[config.mk]
export PLATFORM = sky130hd
export DESIGN_NAME = mx_vector_sign_unit_flat
export DESIGN_NICKNAME = d
export VERILOG_FILES = /design/src/rtl/mx_vector_sign_if.sv /design/src/rtl/mx_vector_sign_unit.sv /design/src/flat_wrapper.sv
export SDC_FILE = /design/constraint.sdc
export NUM_CORES = 2
export LEC_CHECK = 0
export CORE_ASPECT_RATIO = 0.9
export CORE_MARGIN = 2
export CORE_UTILIZATION = 31
export CTS_BUF_LIST = sky130_fd_sc_hd__clkbuf_8 sky130_fd_sc_hd__clkbuf_16
export DETAILED_ROUTE_END_ITERATION = 6
export SETUP_SLACK_MARGIN = 0.05
export SYNTH_ARGS = -nofsm -noshare
export SYNTH_HDL_FRONTEND = slang
export SYNTH_SLANG_ARGS = --single-unit
[constraint.sdc]
create_clock -name clk -period 11.3 [get_ports clk]
set_input_delay 2.26 -clock clk [delete_from_list [all_inputs] [get_ports clk]]
set_output_delay 2.26 -clock clk [all_outputs]
set_load 0.1 [all_outputs]
[src/rtl/mx_vector_sign_if.sv]
// Handshake bundle for the MX vector sign unit: block input channel and result channel.
// Both channels are valid/ready; the unit is the slave on both.
interface mx_vector_sign_if #(
  parameter int BLOCK_SIZE = 32,
  parameter int ELEM_W     = 8,
  parameter int SCALE_W    = 8
);
  localparam int CNT_W = $clog2(BLOCK_SIZE + 1);

  logic                         in_valid;
  logic                         in_ready;
  logic [1:0]                   in_mode;
  logic [SCALE_W-1:0]           in_scale;
  logic [BLOCK_SIZE*ELEM_W-1:0] in_elements;
  logic                         out_valid;
  logic                         out_ready;
  logic [SCALE_W-1:0]           out_scale;
  logic [BLOCK_SIZE*ELEM_W-1:0] out_elements;
  logic [CNT_W-1:0]             out_sat_count;

  modport master (
    output in_valid, in_mode, in_scale, in_elements, out_ready,
    input  in_ready, out_valid, out_scale, out_elements, out_sat_count
  );

  modport slave (
    input  in_valid, in_mode, in_scale, in_elements, out_ready,
    output in_ready, out_valid, out_scale, out_elements, out_sat_count
  );
endinterface

[src/rtl/mx_vector_sign_unit.sv]
// Multi-cycle pass/negate/abs unit for one MXINT block, LANES elements per beat,
// with optional saturation of the most-negative code and a per-block saturation count.
module mx_vector_sign_unit #(
  parameter int BLOCK_SIZE = 32,
  parameter int ELEM_W     = 8,
  parameter int SCALE_W    = 8,
  parameter int LANES      = 8,
  parameter bit SATURATE   = 1'b1
) (
  input  logic             clk,
  input  logic             rst_n,
  mx_vector_sign_if.slave  bus
);
  localparam int BEATS  = BLOCK_SIZE / LANES;
  localparam int BEAT_W = (BEATS > 1) ? $clog2(BEATS) : 1;
  localparam int CNT_W  = $clog2(BLOCK_SIZE + 1);
  localparam int VEC_W  = BLOCK_SIZE * ELEM_W;
  localparam int SLICE_W = LANES * ELEM_W;

  localparam logic [ELEM_W-1:0] MIN_CODE  = {1'b1, {(ELEM_W-1){1'b0}}};
  localparam logic [ELEM_W-1:0] MAX_CODE  = {1'b0, {(ELEM_W-1){1'b1}}};
  localparam logic [ELEM_W-1:0] MIN_NEG   = SATURATE ? MAX_CODE : MIN_CODE;
  localparam logic [BEAT_W-1:0] LAST_BEAT = BEAT_W'(BEATS - 1);

  typedef enum logic [1:0] {IDLE, BUSY, DONE} state_t;

  state_t              state_reg, state_next;
  logic [BEAT_W-1:0]   beat_reg;
  logic                in_ready_reg;
  logic [1:0]          mode_reg;
  logic [SCALE_W-1:0]  scale_reg, out_scale_reg;
  logic [VEC_W-1:0]    src_reg, work_reg, work_next, out_elements_reg;
  logic [CNT_W-1:0]    sat_acc_reg, sat_acc_next, out_sat_reg;
  logic [SLICE_W-1:0]  lane_in, lane_out;
  logic [LANES-1:0]    lane_sat;
  logic                accept, last_beat;

  // in_ready is only ever high in IDLE, so it alone qualifies the handshake
  assign accept    = bus.in_valid && in_ready_reg;
  assign last_beat = (beat_reg == LAST_BEAT);
  assign lane_in   = src_reg[int'(beat_reg)*SLICE_W +: SLICE_W];

  for (genvar gi = 0; gi < LANES; gi++) begin : g_lane
    logic [ELEM_W-1:0] x, neg_x;
    logic              do_neg, is_min;

    assign x      = lane_in[gi*ELEM_W +: ELEM_W];
    assign neg_x  = ~x + ELEM_W'(1);
    assign is_min = (x == MIN_CODE);
    assign do_neg = (mode_reg == 2'b01) || ((mode_reg == 2'b10) && x[ELEM_W-1]);
    assign lane_sat[gi] = do_neg && is_min;
    assign lane_out[gi*ELEM_W +: ELEM_W] = !do_neg ? x : (is_min ? MIN_NEG : neg_x);
  end

  always_comb begin
    work_next = work_reg;
    work_next[int'(beat_reg)*SLICE_W +: SLICE_W] = lane_out;
    sat_acc_next = sat_acc_reg;
    for (int i = 0; i < LANES; i++) begin
      sat_acc_next = sat_acc_next + CNT_W'(lane_sat[i]);
    end
  end

  always_comb begin
    state_next = state_reg;
    case (state_reg)
      IDLE:    if (accept)        state_next = BUSY;
      BUSY:    if (last_beat)     state_next = DONE;
      DONE:    if (bus.out_ready) state_next = IDLE;
      default:                    state_next = IDLE;
    endcase
  end

  always_ff @(posedge clk or negedge rst_n) begin
    if (!rst_n) begin
      state_reg        <= IDLE;
      beat_reg         <= '0;
      in_ready_reg     <= 1'b0;
      mode_reg         <= '0;
      scale_reg        <= '0;
      src_reg          <= '0;
      work_reg         <= '0;
      sat_acc_reg      <= '0;
      out_scale_reg    <= '0;
      out_elements_reg <= '0;
      out_sat_reg      <= '0;
    end else begin
      state_reg    <= state_next;
      in_ready_reg <= (state_next == IDLE);
      case (state_reg)
        IDLE: begin
          if (accept) begin
            mode_reg    <= bus.in_mode;
            scale_reg   <= bus.in_scale;
            src_reg     <= bus.in_elements;
            sat_acc_reg <= '0;
            beat_reg    <= '0;
          end
        end
        BUSY: begin
          work_reg    <= work_next;
          sat_acc_reg <= sat_acc_next;
          beat_reg    <= last_beat ? '0 : beat_reg + BEAT_W'(1);
          // Results are published only once the block is complete, so the
          // previous block's outputs stay visible while this one is worked on
          if (last_beat) begin
            out_elements_reg <= work_next;
            out_sat_reg      <= sat_acc_next;
            out_scale_reg    <= scale_reg;
          end
        end
        default: ;
      endcase
    end
  end

  assign bus.in_ready      = in_ready_reg;
  assign bus.out_valid     = (state_reg == DONE);
  assign bus.out_scale     = out_scale_reg;
  assign bus.out_elements  = out_elements_reg;
  assign bus.out_sat_count = out_sat_reg;
endmodule

[src/flat_wrapper.sv]
// flat-port wrapper written by rule: the top's interface ports become plain ports
module mx_vector_sign_unit_flat 
#(
  parameter int BLOCK_SIZE = 32,
  parameter int ELEM_W     = 8,
  parameter int SCALE_W    = 8,
  parameter int LANES      = 8,
  parameter bit SATURATE   = 1'b1
)
  (clk, rst_n, bus_in_valid, bus_in_mode, bus_in_scale, bus_in_elements, bus_out_ready, bus_in_ready, bus_out_valid, bus_out_scale, bus_out_elements, bus_out_sat_count);
  mx_vector_sign_if #(.BLOCK_SIZE(BLOCK_SIZE), .ELEM_W(ELEM_W), .SCALE_W(SCALE_W)) bus_i ();
  input  logic clk;
  input  logic rst_n;
  input wire logic [$bits(bus_i.in_valid)-1:0] bus_in_valid;
  input wire logic [$bits(bus_i.in_mode)-1:0] bus_in_mode;
  input wire logic [$bits(bus_i.in_scale)-1:0] bus_in_scale;
  input wire logic [$bits(bus_i.in_elements)-1:0] bus_in_elements;
  input wire logic [$bits(bus_i.out_ready)-1:0] bus_out_ready;
  output wire logic [$bits(bus_i.in_ready)-1:0] bus_in_ready;
  output wire logic [$bits(bus_i.out_valid)-1:0] bus_out_valid;
  output wire logic [$bits(bus_i.out_scale)-1:0] bus_out_scale;
  output wire logic [$bits(bus_i.out_elements)-1:0] bus_out_elements;
  output wire logic [$bits(bus_i.out_sat_count)-1:0] bus_out_sat_count;
  assign bus_i.in_valid = bus_in_valid;
  assign bus_i.in_mode = bus_in_mode;
  assign bus_i.in_scale = bus_in_scale;
  assign bus_i.in_elements = bus_in_elements;
  assign bus_i.out_ready = bus_out_ready;
  assign bus_in_ready = bus_i.in_ready;
  assign bus_out_valid = bus_i.out_valid;
  assign bus_out_scale = bus_i.out_scale;
  assign bus_out_elements = bus_i.out_elements;
  assign bus_out_sat_count = bus_i.out_sat_count;
  mx_vector_sign_unit #(.BLOCK_SIZE(BLOCK_SIZE), .ELEM_W(ELEM_W), .SCALE_W(SCALE_W), .LANES(LANES), .SATURATE(SATURATE)) u_core (.clk(clk), .rst_n(rst_n), .bus(bus_i));
endmodule
* Yosys cells after proc, flatten, opt, wreduce, memory -nomap -nowiden
Index checks and enable logic that the tools add are counted.
** Storage, ports and cells
- Flip-flop bits (word level) :: 803
- Output and inout port bits :: 272
- Word-level logic and storage cells :: 111
** Cells by class
- Add/sub/neg operators :: 18
- Equal/unequal tests :: 14
- Shifts and indexed selects :: 3
- Multiplexer cells :: 26
- Bitwise logic cells :: 8
- Reductions and logical operators :: 31
** Operators with widths (number)
- $bwmux W256 :: 1
- $shift A64 B33 Y256 const A :: 1
- $shiftx A256 B9 Y64 :: 1
- $shiftx A64 B33 Y256 :: 1
- $mux W8 :: 16
- $add A8 B1 Y8 const B :: 8
- $eq A8 B8 Y1 const B :: 8
- $not A8 Y8 :: 8
- $add A6 B1 Y6 :: 8
- $neg A8 Y33 :: 1
- $logic_and A1 B1 Y1 :: 17
- $pmux W6 S2 :: 1
- $mux W2 :: 5
- $logic_or A1 B1 Y1 :: 8
- $eq A2 B2 Y1 const B :: 3
- $mux W6 :: 1
- $pmux W2 S3 :: 1
- $reduce_and A2 Y1 :: 3
- $eq A2 B1 Y1 const B :: 2
- $logic_not A2 Y1 :: 2
- $pmux W2 S2 :: 1
- $add A2 B1 Y2 const B :: 1
- $ne A2 B1 Y1 const B :: 1
- $reduce_bool A2 Y1 :: 1

* Depth between registers and ports, before layout
- Word-level depth :: 13
- Gate-level depth with buffers :: 20
- Mapped depth without buffers :: 18

* Worst setup path after synthesis
Ideal clock, no wire load.
- Kind :: register to register
- Start :: reg u_core.beat_reg[0]
- End :: reg u_core.sat_acc_reg[4]
- Setup time :: 134 ps
- Data arrival time :: 5050 ps
- Required time :: 11166 ps
- Slack :: 6116 ps
- Cell stages (with the launch flop) :: 21
- Buffers on the path :: 3
- Path through :: dfrtp_1 > buf_6 > buf_6 > buf_6 > mux4_2 > inv_1 > ha_1 > and4_1 > o211ai_4 > fa_1 > fa_1 > inv_1 > fa_1 > fa_1 > inv_1 > fa_1 > inv_1 > a21o_1 > a21oi_1 > xor2_1 > o21ai_0
** Between the ends
- Cells in the longest elaborated chain, start to end :: 13
** RTL lines
- start, declared :: RTL line mx_vector_sign_unit.sv:28 : logic [BEAT_W-1:0] beat_reg;
- start signal, assigned :: RTL line mx_vector_sign_unit.sv:103 : beat_reg <= last_beat ? '0 : beat_reg + BEAT_W'(1);
- $shiftx A256 B9 Y64 * :: RTL line mx_vector_sign_unit.sv:41 : assign lane_in = src_reg[int'(beat_reg)*SLICE_W +: SLICE_W];
- parallel branches: the longest is 10 deep, another holds $add A6 B1 Y6
- $add A6 B1 Y6 * :: RTL line mx_vector_sign_unit.sv:60 : sat_acc_next = sat_acc_next + CNT_W'(lane_sat[i]);
- $pmux W6 S2 * :: RTL line mx_vector_sign_unit.sv:90 : case (state_reg)
- end signal, assigned :: RTL line mx_vector_sign_unit.sv:102 : sat_acc_reg <= sat_acc_next;
- end, declared :: RTL line mx_vector_sign_unit.sv:33 : logic [CNT_W-1:0] sat_acc_reg, sat_acc_next, out_sat_reg;
Every way passes the cells marked *.
A chain may end at the register's enable or synchronous reset.

* Worst setup path after layout
- Start :: reg u_core.beat_reg[0]
- End :: reg u_core.out_sat_reg[5], in the netlist u_core.bus.out_sat_count[5]
** Between the ends
- Cells in the longest elaborated chain, start to end :: 12
** RTL lines
- parallel branches: the longest is 12 deep, another holds $add A6 B1 Y6
- end signal, assigned :: RTL line mx_vector_sign_unit.sv:108 : out_sat_reg <= sat_acc_next;
- end, declared :: RTL line mx_vector_sign_unit.sv:33
Parallel ways; which one is timed is not known.

==> summary.txt <==
status = completed
core box area = 113000 sq um
Seq cells post-synth = 803
synthesized area = 35500 sq um
actual slew at the worst max-slew pin = 1.19 ns
Hold Path Class = register to register
Post-synth EDFFs = 0
maximum buffer depth of the clock tree = 3
Synth Net Count = 3812
DR vias/cell = 5.28
GR Overflow Total = 0
clock slew at reported path FFs = 0.06 ns
FP Rows = 117
cells after synthesis = 3517
via count = 29170
post-DR wirelength/cell = 24.5 um
final hold slack = 0.464 ns
fin cells = 5528
RR Startpoint = u_core.beat_reg[0]
Synth top cells by count = 983 x nand2_1, 803 x dfrtp_1, 298 x nor2_1
CP endpoint kind = register
Clock Sinks = 803
synthesis-to-layout area growth = 27.9%
initial antenna violation count = 4
PortBufs = 541
final setup vio count = 0
post-cts resize count = 0
Highest Clock Rate = 0.151 GHz
setup TNS after final layout = 0 ns
async set-reset flop share out of synthesis = 1.00
layout net count = 4266
Slew Viols, Final = 0
Main synth FF type = dfrtp_1
number of CTS-inserted buffers = 91
CP startpoint kind = register
sequential element share of the synthesized area = 0.566
Synth top area share = 0.566
Slew headroom = 0.205
# Post-CTS Setup Buffers = 0
worst setup path start = u_core.beat_reg[0]
GRT Util Overall = 0.227
cts-stage hold buffer count = 0
CP arrival = 7.14 ns
RSZ-0062 raised after global routing = no
io pins = 542
CTS tree = built
WP data required = 11.81 ns
Final Hold Vio Count = 0
chip width = 361 um
placer congestion estimate = 0.845
Synth area leader = dfrtp_1
yosys warns = 0
Final min period = 6.63 ns
largest net degree at the start of global routing = 211
H-Tree Depth = 3
top-count cell post-synth = nand2_1
hpwl dp = 93900 um
Initial Utilization = 0.313
unique cell type count in the Yosys netlist = 82
layout cell share with drive strength beyond 1 = 0.0942
Final ANT Viol Nets = 0
CTS root buf = clkbuf_16
grt met3 use = 0.0572
Worst Setup Path Type = register to register
Cells after DPL = 5365
Iter 0 DRT Violations = 2713
hold_sp = u_core.scale_reg[5]
final period utilization = 0.587
Mean Syn Cell Area = 10.1 sq um
vias in the first global route = 28755
CP max FO = 47
met2 GRT Util = 0.341
First-pass DRT Iterations = 6
largest cells by area after synthesis = dfrtp_1 57%, nand2_1 10%, mux4_2 3.8%
Residual DRC = 0
# Max-Cap Violations = 0
insertion delay to the later sink of the worst-skew pair = 0.67 ns
GRT met1 Usage = 0.328
DRT Wirelength = 135000 um
Die ar. = 117000 sq um
first-pass GRT wire length = 199000 um
Setup Skew = 0.0204 ns
Top Usage Layer GRT = met2
die span in y = 325 um
## final timing paths
| kind | to | slack (ns) | depth (start not counted) |
|---|---|---|---|
| min reg2reg | u_core.bus.out_scale[5] | 0.46 | 2 |
| max in group asynchronous | u_core.work_reg[40] | 7.50 | 3 |
| min | u_core.bus.out_scale[5] | 0.46 | 2 |
| min in group asynchronous | u_core.src_reg[209] | 1.66 | 1 |
| max reg2reg | u_core.bus.out_sat_count[5] | 4.67 | 18 |
| max | u_core.bus.out_sat_count[5] | 4.67 | 18 |
## worst max-delay path, cell delays in order, from the launching register on
cell and delay (ns):
dfrtp_4 1.03, buf_4 0.54, mux4_2 0.62, inv_1 0.08, ha_1 0.23, nor3b_2 0.34
and4_1 0.35, nand2_1 0.20, fa_1 0.51, fa_1 0.51, inv_1 0.05, fa_1 0.50
fa_1 0.45, a21o_1 0.18, a21oi_1 0.24, nor2b_1 0.07, o21ai_0 0.21, xor2_1 0.20
o21ai_0 0.09
## layout make-up
type,count,area [sq um]
antenna,7,17.5
clock buffer,108,2520
clock inverter,48,458
fill,11172,68000
inverter,49,184
multi-input combinational,2428,14400
sequential,803,20100
tap,1487,1860
timing repair buffer,598,5890
## cell families (layout without fill, tap and decap cells)
group	after synthesis	after routing	share of synthesized area
xor+xnor	30	30	0.00740
fa+ha+maj	25	25	0.00986
buf+inv	286	803	0.0328
simple gates	1526	1526	0.183
other cells	0	7	0
mux	107	107	0.0530
flops	803	803	0.566
compound gates	740	740	0.148
## layer usage
layer / share of wire / vias up / wire length (um)
met5: 0.00016 / - / 22
met4: 0.022 / 4 / 3010
met3: 0.079 / 169 / 10600
met2: 0.44 / 1080 / 60000
met1: 0.46 / 14798 / 61700
li1: - / 13119 / -
## cells in the final DEF (no fill, tap or decap), types with 8 or more instances in the layout
master and count:
a31oi_1 26, ha_1 20, clkbuf_8 16, nand2_1 978, dfrtp_1 801, nor2_1 293, clkdlybuf4s50_1 520, mux4_2 60
a221o_1 40, xor2_1 19, and3_1 112, a21oi_1 116, mux2i_1 33, and4_1 10, nand2b_1 10, xnor2_1 11
a221oi_1 108, o21ai_1 12, nand3_1 16, buf_4 70, a21oi_2 14, nor2b_1 31, clkbuf_16 92, a22o_1 148
nor3_1 10, o22a_1 21, clkinv_2 15, inv_2 8, inv_1 54, o21ai_0 199
## stage by stage
stage,utilization,setup slack [ns],cell area (sq um)
after detailed placement,0.374,4.65,42400
after floorplan,-,6.12,35500
after global placement,0.374,4.68,42400
final,0.401,4.67,45400
after global routing,0.400,4.17,45400
after CTS,0.400,4.63,45400
Power is not shown: default switching activity piles up to over one toggle a cycle in this logic, so the estimate is an artifact.
